File: src/rtl/motor_pkg.sv
// ---------------------------------------------------------------------------
// motor_pkg
// Shared types and default constants for the H-bridge motor drive path.
//   motor_state_e          : drive FSM state, encoding visible on state_o
//   CLK_FREQ_HZ            : system clock frequency
//   PWM_FREQ_HZ            : nominal PWM carrier frequency
//   DEFAULT_PERIOD         : PWM period in clk cycles
//   DEFAULT_RAMP_STEP      : largest duty change allowed per PWM period
//   DEFAULT_DEADTIME_PERIODS : coast periods forced before a reversal
// ---------------------------------------------------------------------------
package motor_pkg;

    typedef enum logic [1:0] {
        IDLE      = 2'd0,
        RUN       = 2'd1,
        RAMP_DOWN = 2'd2,
        COAST     = 2'd3
    } motor_state_e;

    localparam int CLK_FREQ_HZ              = 100_000_000;
    localparam int PWM_FREQ_HZ              = 20_000;
    localparam int DEFAULT_PERIOD           = CLK_FREQ_HZ / PWM_FREQ_HZ;
    localparam int DEFAULT_RAMP_STEP        = 25;
    // 200 periods of 50 us gives 10 ms of coast before a reversal.
    localparam int DEFAULT_DEADTIME_PERIODS = 200;

endpackage

File: src/rtl/pwm_timebase.sv
// ---------------------------------------------------------------------------
// pwm_timebase
// Free-running PWM period counter.
//   clk           in   system clock
//   rst           in   synchronous, active-high reset
//   cnt_o         out  period position, 0..PERIOD-1, wraps to 0
//   period_tick_o out  high for exactly the last cycle of each period
// ---------------------------------------------------------------------------
module pwm_timebase #(
    parameter int PERIOD = 5000,
    parameter int CNT_W  = $clog2(PERIOD)
) (
    input  logic             clk,
    input  logic             rst,
    output logic [CNT_W-1:0] cnt_o,
    output logic             period_tick_o
);

    localparam logic [CNT_W-1:0] CNT_LAST = CNT_W'(PERIOD - 1);

    logic [CNT_W-1:0] cnt_q;
    logic [CNT_W-1:0] cnt_d;

    always_comb begin
        cnt_d = (cnt_q == CNT_LAST) ? '0 : cnt_q + CNT_W'(1);
    end

    always_ff @(posedge clk) begin
        if (rst) begin
            cnt_q <= '0;
        end else begin
            cnt_q <= cnt_d;
        end
    end

    // Decoded straight from the counter so the tick lines up with
    // cnt == PERIOD-1 in the same cycle; the following edge is the boundary.
    assign cnt_o         = cnt_q;
    assign period_tick_o = (cnt_q == CNT_LAST);

endmodule

File: src/rtl/hbridge_ramp_driver.sv
// ---------------------------------------------------------------------------
// hbridge_ramp_driver
// Drives an L298-style H-bridge with a slew-limited PWM duty, updating duty
// only at PWM period boundaries and forcing a ramp-down plus coast dead-time
// before any change of rotation direction.
//   clk          in   system clock
//   rst          in   synchronous, active-high reset
//   enable       in   run request (level, already synchronised)
//   direction    in   1 = in3 high, 0 = in4 high
//   speed        in   requested duty in clk counts (clamped to PERIOD-1)
//   motor_in3    out  bridge input 3, registered
//   motor_in4    out  bridge input 4, registered
//   motor_enb    out  bridge PWM enable, registered
//   duty_applied out  duty currently in force
//   period_tick  out  pulse on the last cycle of each PWM period
//   state_o      out  FSM state (IDLE=0, RUN=1, RAMP_DOWN=2, COAST=3)
// ---------------------------------------------------------------------------
module hbridge_ramp_driver
    import motor_pkg::*;
#(
    parameter int PERIOD           = DEFAULT_PERIOD,
    parameter int SPEED_W          = $clog2(PERIOD),
    parameter int RAMP_STEP        = DEFAULT_RAMP_STEP,
    parameter int DEADTIME_PERIODS = DEFAULT_DEADTIME_PERIODS
) (
    input  logic               clk,
    input  logic               rst,
    input  logic               enable,
    input  logic               direction,
    input  logic [SPEED_W-1:0] speed,
    output logic               motor_in3,
    output logic               motor_in4,
    output logic               motor_enb,
    output logic [SPEED_W-1:0] duty_applied,
    output logic               period_tick,
    output logic [1:0]         state_o
);

    localparam int EXT_W = SPEED_W + 1;
    localparam int CW    = (DEADTIME_PERIODS > 1) ? $clog2(DEADTIME_PERIODS) : 1;

    localparam logic [SPEED_W-1:0] DUTY_MAX   = SPEED_W'(PERIOD - 1);
    localparam logic [EXT_W-1:0]   STEP_X     = EXT_W'(RAMP_STEP);
    localparam logic [CW-1:0]      COAST_LAST = CW'(DEADTIME_PERIODS - 1);

    logic [SPEED_W-1:0] cnt;
    logic               tick;

    motor_state_e       state_q, state_d;
    logic               dir_q, dir_d;
    logic [SPEED_W-1:0] duty_q, duty_d;
    logic [CW-1:0]      coast_q, coast_d;
    logic               in3_q, in4_q, enb_q;

    logic [SPEED_W-1:0] target;
    logic [EXT_W-1:0]   duty_x, target_x, diff_x;
    logic [SPEED_W-1:0] run_duty;
    logic [SPEED_W-1:0] down_duty;
    logic               down_to_zero;
    logic               drive_d;

    pwm_timebase #(
        .PERIOD (PERIOD),
        .CNT_W  (SPEED_W)
    ) u_timebase (
        .clk           (clk),
        .rst           (rst),
        .cnt_o         (cnt),
        .period_tick_o (tick)
    );

    // Candidate duties for the next boundary. One extra bit keeps the
    // up/down arithmetic from wrapping at either end of the range.
    always_comb begin
        target       = (speed > DUTY_MAX) ? DUTY_MAX : speed;
        duty_x       = {1'b0, duty_q};
        target_x     = {1'b0, target};
        diff_x       = '0;
        run_duty     = duty_q;
        if (target_x >= duty_x) begin
            diff_x   = target_x - duty_x;
            run_duty = (diff_x > STEP_X) ? SPEED_W'(duty_x + STEP_X) : target;
        end else begin
            diff_x   = duty_x - target_x;
            run_duty = (diff_x > STEP_X) ? SPEED_W'(duty_x - STEP_X) : target;
        end
        down_to_zero = (duty_x <= STEP_X);
        down_duty    = down_to_zero ? '0 : SPEED_W'(duty_x - STEP_X);
    end

    // Next-state logic. Duty only ever moves on a period tick, so the new
    // value takes effect from cnt == 0 and the PWM never glitches mid-period.
    always_comb begin
        state_d = state_q;
        dir_d   = dir_q;
        duty_d  = duty_q;
        coast_d = coast_q;
        case (state_q)
            IDLE: begin
                duty_d  = '0;
                coast_d = '0;
                if (enable) begin
                    state_d = RUN;
                    dir_d   = direction;
                end
            end
            RUN: begin
                if (tick) begin
                    duty_d = run_duty;
                end
                if (!enable || (direction != dir_q)) begin
                    state_d = RAMP_DOWN;
                end
            end
            RAMP_DOWN: begin
                if (tick) begin
                    duty_d = down_duty;
                end
                // Resuming keeps the partly ramped-down duty as the start
                // point; it wins over entering coast on the same edge since
                // the polarity is unchanged.
                if (enable && (direction == dir_q)) begin
                    state_d = RUN;
                end else if (tick && down_to_zero) begin
                    state_d = COAST;
                    coast_d = '0;
                end
            end
            COAST: begin
                duty_d = '0;
                if (tick) begin
                    if (coast_q == COAST_LAST) begin
                        coast_d = '0;
                        if (enable) begin
                            state_d = RUN;
                            dir_d   = direction;
                        end else begin
                            state_d = IDLE;
                        end
                    end else begin
                        coast_d = coast_q + CW'(1);
                    end
                end
            end
            default: begin
                state_d = IDLE;
            end
        endcase
    end

    // Bridge polarity follows the next state so in3/in4 change on the same
    // edge as state_o; both drop together on entry to COAST or IDLE, so a
    // reversal always passes through the full coast interval.
    always_comb begin
        drive_d = (state_d == RUN) || (state_d == RAMP_DOWN);
    end

    // State and output registers. The PWM compare uses the present state
    // and duty, giving exactly duty_q high cycles per period with one clk
    // of latency; at the RAMP_DOWN->COAST edge cnt is PERIOD-1, which is
    // never below a legal duty, so enb is already low when the bridge opens.
    always_ff @(posedge clk) begin
        if (rst) begin
            state_q <= IDLE;
            dir_q   <= 1'b0;
            duty_q  <= '0;
            coast_q <= '0;
            in3_q   <= 1'b0;
            in4_q   <= 1'b0;
            enb_q   <= 1'b0;
        end else begin
            state_q <= state_d;
            dir_q   <= dir_d;
            duty_q  <= duty_d;
            coast_q <= coast_d;
            in3_q   <= drive_d & dir_d;
            in4_q   <= drive_d & ~dir_d;
            enb_q   <= ((state_q == RUN) || (state_q == RAMP_DOWN)) && (cnt < duty_q);
        end
    end

    assign motor_in3    = in3_q;
    assign motor_in4    = in4_q;
    assign motor_enb    = enb_q;
    assign duty_applied = duty_q;
    assign period_tick  = tick;
    assign state_o      = state_q;

endmodule

File: config.mk
export PLATFORM = sky130hd
export DESIGN_NAME = hbridge_ramp_driver
export DESIGN_NICKNAME = d
export VERILOG_FILES = /design/src/rtl/motor_pkg.sv /design/src/rtl/pwm_timebase.sv /design/src/rtl/hbridge_ramp_driver.sv
export SDC_FILE = /design/constraint.sdc
export NUM_CORES = 1
export LEC_CHECK = 0
export ABC_CLOCK_PERIOD_IN_PS = 13900
export BUFFER_PORTS_ARGS = -buffer_cell sky130_fd_sc_hd__buf_2
export CAP_MARGIN = 20
export CORE_AREA = 2 2 89 91
export DETAILED_ROUTE_END_ITERATION = 8
export DIE_AREA = 0 0 91 93
export PLACE_DENSITY = 0.79
export SLEW_MARGIN = 20
export SYNTH_ARGS = -nofsm -noshare
export SYNTH_HDL_FRONTEND = slang
export SYNTH_SLANG_ARGS = --single-unit
File: constraint.sdc
create_clock -name clk -period 13.9 [get_ports clk]
set_clock_uncertainty 0.05 [all_clocks]
set_input_delay 2.78 -clock clk [delete_from_list [all_inputs] [get_ports clk]]
set_output_delay 2.78 -clock clk [all_outputs]
set_load 0.005 [all_outputs]
# == After elaboration in Yosys (flattened, before gate mapping) ==
# Index checks and enable logic that the tools add are counted.
# word_totals
reg_bits,40
latchBits,0
mem_bits_rw,0
rom_bits,0
input_bits,17
out_inout_bits,19
word_cells,75
memories,0
# op_classes
n_addsub,6
multipliers,0
div_mod_pow,0
order_cmp,6
eq_ne,14
n_shift,0
mux,25
n_bitwise,3
reduce_logical,13
# op_table
op,count
13-bit 2-to-1 mux,7
13-bit case mux with 3 select lines,1
8-bit 2-to-1 mux,4
"14-bit by 5-bit > comparator with 1-bit output, second input constant",2
13-bit by 13-bit subtractor with 14-bit output,2
8-bit case mux with 3 select lines,1
"13-bit by 1-bit adder with 13-bit output, second input constant",1
"13-bit by 5-bit adder with 13-bit output, second input constant",1
"13-bit equality test, second input constant",1
13-bit greater-or-equal comparator,1
"13-bit > comparator, second input constant",1
"13-bit by 5-bit less-or-equal comparator with 1-bit output, second input constant",1
13-bit < comparator,1
"13-bit by 5-bit subtractor with 13-bit output, second input constant",1
2-bit 2-to-1 mux,6
"2-bit inequality test, second input constant",5
"8-bit by 1-bit adder with 8-bit output, second input constant",1
"8-bit equality test, second input constant",1
2-bit case mux with 4 select lines,1
"2-bit equality test, second input constant",3
"2-bit by 1-bit equality test with 1-bit output, second input constant",2
1-bit 2-to-1 mux,4
4-bit AND reduction,1
2-bit OR reduction,2
11 further kinds,16

# == Longest topological paths before layout ==
# logic_depth
depth_word,8
ltp_mapped,16
depth_no_buf,14

# == By module ==
# From an unflattened synthesis, not the netlist that was laid out.
# hier_totals
hier_cells,634
area_unflattened_um2,4754.6
# modules_own_cells
module,n_inst,cells_each,area_each_um2,seq_area_each_um2
hbridge_ramp_driver,1,570,4194.0,540.5
pwm_timebase,1,64,560.5,260.2

# == Worst setup path before layout ==
# OpenSTA, ideal clock, no wires.
# synth_path
path_kind,input to register
startpoint,in speed[6]
endpoint,reg duty_q[0] (netlist: duty_applied[0])
setup_time_ns,0.133
arrival_time_ns,6.493
t_required_ns,13.717
slack_ns,7.224
cell_stages,15
n_path_buf,2
path_cell_list,or4_4 > a21oi_1 > nand2b_1 > ha_1 > buf_2 > nand2b_1 > a211o_1 > and3_1 > a311oi_1 > or4b_1 > nor4_4 > buf_4 > o21bai_1 > mux2i_1 > o22ai_1
# synth_via
elab_chain_len,8
word_cells_on_any_way,12
cone_classes,add/sub: 2; order compare: 4; mux: 6
# synth_rtl
element,line_no,text
"start, declared",hbridge_ramp_driver.sv:30,"input logic [SPEED_W-1:0] speed,"
13-bit > comparator,hbridge_ramp_driver.sv:75,target = (speed > DUTY_MAX) ? DUTY_MAX : speed;
13-bit 2-to-1 mux (*),hbridge_ramp_driver.sv:75,
"13-bit by 13-bit subtractor with 14-bit output, on equally long branches","hbridge_ramp_driver.sv:84, hbridge_ramp_driver.sv:81",
"14-bit by 5-bit > comparator with 1-bit output, on equally long branches","hbridge_ramp_driver.sv:85, hbridge_ramp_driver.sv:82",
"13-bit 2-to-1 mux, on equally long branches","hbridge_ramp_driver.sv:85, hbridge_ramp_driver.sv:82",
13-bit 2-to-1 mux (*),hbridge_ramp_driver.sv:80,if (target_x >= duty_x) begin
13-bit 2-to-1 mux (*),hbridge_ramp_driver.sv:108,if (tick) begin
13-bit case mux with 3 select lines (*),hbridge_ramp_driver.sv:98,case (state_q)
"end signal, assigned",hbridge_ramp_driver.sv:174,duty_q <= duty_d;
"end, declared",hbridge_ramp_driver.sv:51,"logic [SPEED_W-1:0] duty_q, duty_d;"
# Every way passes the cells marked *; elsewhere a longest branch is shown, timed or not. The select of a mux whose other input is x is not followed.
# A chain may end at the register's enable or synchronous reset.

# == Final worst setup path ==
# layout_path
startpoint,in speed[6]
endpoint,reg duty_q[12] (netlist: duty_applied[12])
# Same word-level chain as after synthesis.

==> flow_summary.html <==
<table>
<tr><th>Metric</th><th>Value</th></tr>
<tr><th colspan="2">Logic synthesis</th></tr>
<tr><td>Post-Synthesis Cells</td><td>627</td></tr>
<tr><td>Cell type with the largest total area after synthesis</td><td>sky130_fd_sc_hd__dfxtp_1</td></tr>
<tr><td>Total number of yosys warnings</td><td>0</td></tr>
<tr><td>Post-synthesis cell area</td><td>0.00470 sq mm</td></tr>
<tr><td>Largest cells by area after synthesis</td><td>sky130_fd_sc_hd__dfxtp_1 17%, sky130_fd_sc_hd__ha_1 13%, sky130_fd_sc_hd__nor2_1 5.4%, sky130_fd_sc_hd__xnor2_1 5.2%, sky130_fd_sc_hd__a21oi_1 4.8%</td></tr>
<tr><td>Number of synthesized flops with an enable pin</td><td>0</td></tr>
<tr><td>Number of nets in the synthesized netlist</td><td>694</td></tr>
<tr><td>Proportion of synthesized flip-flops having asynchronous set or reset</td><td>0%</td></tr>
<tr><td>Synth top area share</td><td>17.0%</td></tr>
<tr><td>Mapped Avg Cell Area</td><td>7.50 sq um</td></tr>
<tr><td>Number of different library cells in the post-synthesis netlist</td><td>80</td></tr>
<tr><td>Flops &amp; latches, synth</td><td>40</td></tr>
<tr><td>Dominant register cell in the synthesized netlist</td><td>sky130_fd_sc_hd__dfxtp_1</td></tr>
<tr><td>Sequential fraction of the synthesis area</td><td>17.0%</td></tr>
<tr><th colspan="2">Route</th></tr>
<tr><td>Average detailed-routed wire length per instance</td><td>18.2 microns</td></tr>
<tr><td>Vias/cell</td><td>6.49</td></tr>
<tr><td>Router iterations before antenna repair</td><td>5</td></tr>
<tr><td>Antenna-violating nets left</td><td>0</td></tr>
<tr><td>Drt total wl</td><td>13.6 mm</td></tr>
<tr><td>Iter 0 DRT Violations</td><td>382</td></tr>
<tr><td>DRC errors left</td><td>0</td></tr>
<tr><td>Vias</td><td>4834</td></tr>
<tr><th colspan="2">Critical path</th></tr>
<tr><td>Delay contributed by the slowest stage of the critical path</td><td>890 ps</td></tr>
<tr><td>Largest fanout on the critical path</td><td>17</td></tr>
<tr><td>Most used cell, CP</td><td>sky130_fd_sc_hd__nand2b_1</td></tr>
<tr><td>Critical-path cell list</td><td>buf_2 &gt; or4_4 &gt; a21oi_1 &gt; nand2b_1 &gt; ha_1 &gt; nand2b_1 &gt; a211o_1 &gt; and3_1 &gt; a311oi_1 &gt; or4b_1 &gt; nor4_4 &gt; nor2_1 &gt; a222oi_1 &gt; o2bb2ai_1</td></tr>
<tr><td>CP top delay family</td><td>simple AND/OR/NAND/NOR gates</td></tr>
<tr><td>Arrival time reported for the critical path endpoint</td><td>7520 ps</td></tr>
<tr><td>WP depth</td><td>14</td></tr>
<tr><td>Required time of the worst setup path</td><td>14080 ps</td></tr>
<tr><td>CP Launch Type</td><td>input port</td></tr>
<tr><td>Slowest stage cell on the critical path</td><td>sky130_fd_sc_hd__nor4_4</td></tr>
<tr><td>Capture point of the worst path</td><td>duty_applied[12]</td></tr>
<tr><td>Cells on worst reg2reg path</td><td>11</td></tr>
<tr><td>Critical R2R Capture</td><td>duty_applied[12]</td></tr>
<tr><td>Origin of the worst setup path</td><td>speed[6]</td></tr>
<tr><td>Nature of the critical path endpoint</td><td>flop</td></tr>
<tr><td>Minimum setup slack among reg-to-reg paths</td><td>9300 ps</td></tr>
<tr><td>Buf/Inv on CP</td><td>1</td></tr>
<tr><td>Kind of critical path</td><td>input port to flop</td></tr>
<tr><td>Crit Reg-Reg Startpoint</td><td>duty_applied[5]</td></tr>
<tr><th colspan="2">Timing</th></tr>
<tr><td>Tmin final</td><td>7340 ps</td></tr>
<tr><td>Final Cycle Share</td><td>52.8%</td></tr>
<tr><td>Measured slew at the worst slew-check pin</td><td>1000 ps</td></tr>
<tr><td>Total count of hold-check failures in the final report</td><td>0</td></tr>
<tr><td>Upper clock frequency limit</td><td>0.136 GHz</td></tr>
<tr><td>Setup TNS</td><td>0 ps</td></tr>
<tr><td>Unrepaired setup endpoints after global routing</td><td>no</td></tr>
<tr><td>Worst rel slew slack</td><td>32.7%</td></tr>
<tr><td>Max-slew violation total from the final report</td><td>0</td></tr>
<tr><td>Final setup violating endpoints</td><td>0</td></tr>
<tr><th colspan="2">Final layout</th></tr>
<tr><td>Area growth from synthesis to layout</td><td>6.33%</td></tr>
<tr><td>Diodes inserted</td><td>0</td></tr>
<tr><td>Number of fillers in the final layout</td><td>701</td></tr>
<tr><td>Net count of the finished layout</td><td>709</td></tr>
<tr><td>Layout cell share with drive strength beyond 1</td><td>9.49%</td></tr>
<tr><td>Most common library cell in the layout ignoring fill and taps</td><td>sky130_fd_sc_hd__nor2_1</td></tr>
<tr><td>Final non-filler cell total</td><td>745</td></tr>
<tr><td>Highest-count cells in the layout ignoring fill and taps</td><td>67 x sky130_fd_sc_hd__nor2_1, 50 x sky130_fd_sc_hd__nand2_1, 48 x sky130_fd_sc_hd__ha_1</td></tr>
<tr><th colspan="2">Global route</th></tr>
<tr><td>First-pass GRT wire length</td><td>22.1 mm</td></tr>
<tr><td>Largest net degree at the start of global routing</td><td>23</td></tr>
<tr><td>Number of global-route vias before repair</td><td>4468</td></tr>
<tr><td>GRT overflow</td><td>0</td></tr>
<tr><td>Initial antenna violation count</td><td>0</td></tr>
<tr><td>GRT Total Usage</td><td>32.1%</td></tr>
<tr><th colspan="2">Clocking</th></tr>
<tr><td>Number of levels in the clock H-tree</td><td>2</td></tr>
<tr><td>Clock root cell</td><td>sky130_fd_sc_hd__clkbuf_8</td></tr>
<tr><td>CTS max path bufs</td><td>2</td></tr>
<tr><td>Clock tree from TritonCTS</td><td>done</td></tr>
<tr><td>Hold buffer count at CTS</td><td>0</td></tr>
<tr><td>Clock transition time at the flip-flop clock pins of the worst setup and hold paths</td><td>80 ps</td></tr>
<tr><td>Clock insertion delay at the later pin of the skew report</td><td>310 ps</td></tr>
<tr><td>Post-CTS Resized</td><td>0</td></tr>
<tr><td>Cts bufs inserted</td><td>5</td></tr>
<tr><td>Number of sinks driven by the clock tree</td><td>40</td></tr>
<tr><td>Number of buffers added for setup after CTS</td><td>0</td></tr>
<tr><th colspan="2">Floorplanning</th></tr>
<tr><td>Number of rows in the core area</td><td>32</td></tr>
<tr><td>Horizontal extent of the die</td><td>91 microns</td></tr>
<tr><td>Die Y-Extent</td><td>93 microns</td></tr>
<tr><td>Starting density of the core</td><td>62.5%</td></tr>
<tr><td>Die area</td><td>0.00846 sq mm</td></tr>
<tr><td># IOs</td><td>36</td></tr>
<tr><td>Standard cell core area</td><td>0.00753 sq mm</td></tr>
<tr><th colspan="2">Place</th></tr>
<tr><td>Placed Cells incl. Taps</td><td>737</td></tr>
<tr><td>Placed wire-length estimate</td><td>10.5 mm</td></tr>
<tr><td>Placer Congestion</td><td>0.942</td></tr>
<tr><td>Total of buffers placed on input and output ports</td><td>35</td></tr>
<tr><th colspan="2">Power</th></tr>
<tr><td>Standby leakage power</td><td>0.00204 uW</td></tr>
<tr><td>Power density over the cells</td><td>92.4 mW/mm^2</td></tr>
<tr><td>Worst ir drop on vdd</td><td>0.0000767 V</td></tr>
<tr><th colspan="2">Worst hold path</th></tr>
<tr><td>Tightest Hold Check Type</td><td>flop to flop</td></tr>
<tr><th colspan="2">Outcome</th></tr>
<tr><td>Run status</td><td>finished clean</td></tr>
<tr><th colspan="2">Flow run</th></tr>
<tr><td>Max cap viols</td><td>0</td></tr>
</table>
## layout make-up
| cell class | count | area [sq um] | area share [%] |
|---|---|---|---|
| sequential | 40 | 801 | 16.0 |
| clock buffer | 5 | 68.8 | 1.38 |
| inverter | 38 | 143 | 2.85 |
| tap | 102 | 128 | 2.55 |
| multi-input combinational | 521 | 3630 | 72.7 |
| timing repair buffer | 36 | 183 | 3.65 |
| clock inverter | 3 | 42.5 | 0.851 |
## synthesized netlist by cell type (6+ instances only)
library cell               count
sky130_fd_sc_hd__a211o_1       6
sky130_fd_sc_hd__a21o_1       13
sky130_fd_sc_hd__a21oi_1      45
sky130_fd_sc_hd__a31oi_1       6
sky130_fd_sc_hd__and2_1        8
sky130_fd_sc_hd__clkbuf_1     21
sky130_fd_sc_hd__dfxtp_1      40
sky130_fd_sc_hd__ha_1         48
sky130_fd_sc_hd__inv_1        37
sky130_fd_sc_hd__mux2i_1      17
sky130_fd_sc_hd__nand2_1      50
sky130_fd_sc_hd__nand2b_1      6
sky130_fd_sc_hd__nand3_1      24
sky130_fd_sc_hd__nand4_1      10
sky130_fd_sc_hd__nor2_1       67
sky130_fd_sc_hd__nor2b_1      11
sky130_fd_sc_hd__nor3_1       17
sky130_fd_sc_hd__nor4_1        7
sky130_fd_sc_hd__o21a_1        6
sky130_fd_sc_hd__o21ai_0      27
sky130_fd_sc_hd__o22ai_1       6
sky130_fd_sc_hd__xnor2_1      28
sky130_fd_sc_hd__xor2_1       19
## worst min-delay path by stage
stage	from	to	cells after the start
floorplan	u_timebase.cnt_o[0]	u_timebase.cnt_o[0]	1
global placement	u_timebase.cnt_o[0]	u_timebase.cnt_o[0]	1
detailed placement	u_timebase.cnt_o[0]	u_timebase.cnt_o[0]	1
CTS	u_timebase.cnt_o[0]	u_timebase.cnt_o[0]	1
global route	u_timebase.cnt_o[0]	u_timebase.cnt_o[0]	1
finish	u_timebase.cnt_o[0]	u_timebase.cnt_o[0]	1
## power by group
part	internal, uW	switching (uW)
sequential	122	11.7
combinational	89.3	140
clock	53.2	45.7
## registers in the layout (all words and copies together) (netlist names)
| signal | flops |
|---|---|
| coast_q | 8 |
| dir_q | 1 |
| duty_applied | 13 |
| motor_enb | 1 |
| motor_in3 | 1 |
| motor_in4 | 1 |
| state_o | 2 |
| u_timebase.cnt_o | 13 |
## per-stage QoR
| stage | util (%) | hold slack [ps] | cell area, sq um | worst slack (ps) | total power (uW) |
|---|---|---|---|---|---|
| finish | 66.4 | 431 | 5000 | 6560 | 462 |
| global route | 66.4 | 465 | 5000 | 6320 | 489 |
| CTS | 66.4 | 440 | 5000 | 6690 | 457 |
| detailed placement | 64.9 | 421 | 4890 | 6390 | 360 |
| global placement | 64.9 | 406 | 4890 | 6600 | 354 |
| floorplan | - | 387 | 4700 | 7220 | 307 |
## per-layer routing
layer | vias up | track usage, % | wire [microns]
li1 | 2306 | - | -
met1 | 2259 | 39.5 | 5660
met2 | 227 | 57.3 | 6600
met3 | 42 | 3.55 | 832
met4 | 0 | 13.1 | 479
met5 | - | 0 | 0
## cell families after synthesis
| family | count (synthesis) | share of synthesized area [%] |
|---|---|---|
| simple gates | 235 | 25.5 |
| compound gates | 170 | 25.3 |
| buf+inv | 66 | 5.67 |
| fa+ha+maj | 50 | 13.6 |
| xor+xnor | 47 | 8.76 |
| flops | 40 | 17.0 |
| mux | 19 | 4.10 |
No activity file was read; power rests on OpenSTA's default activity.
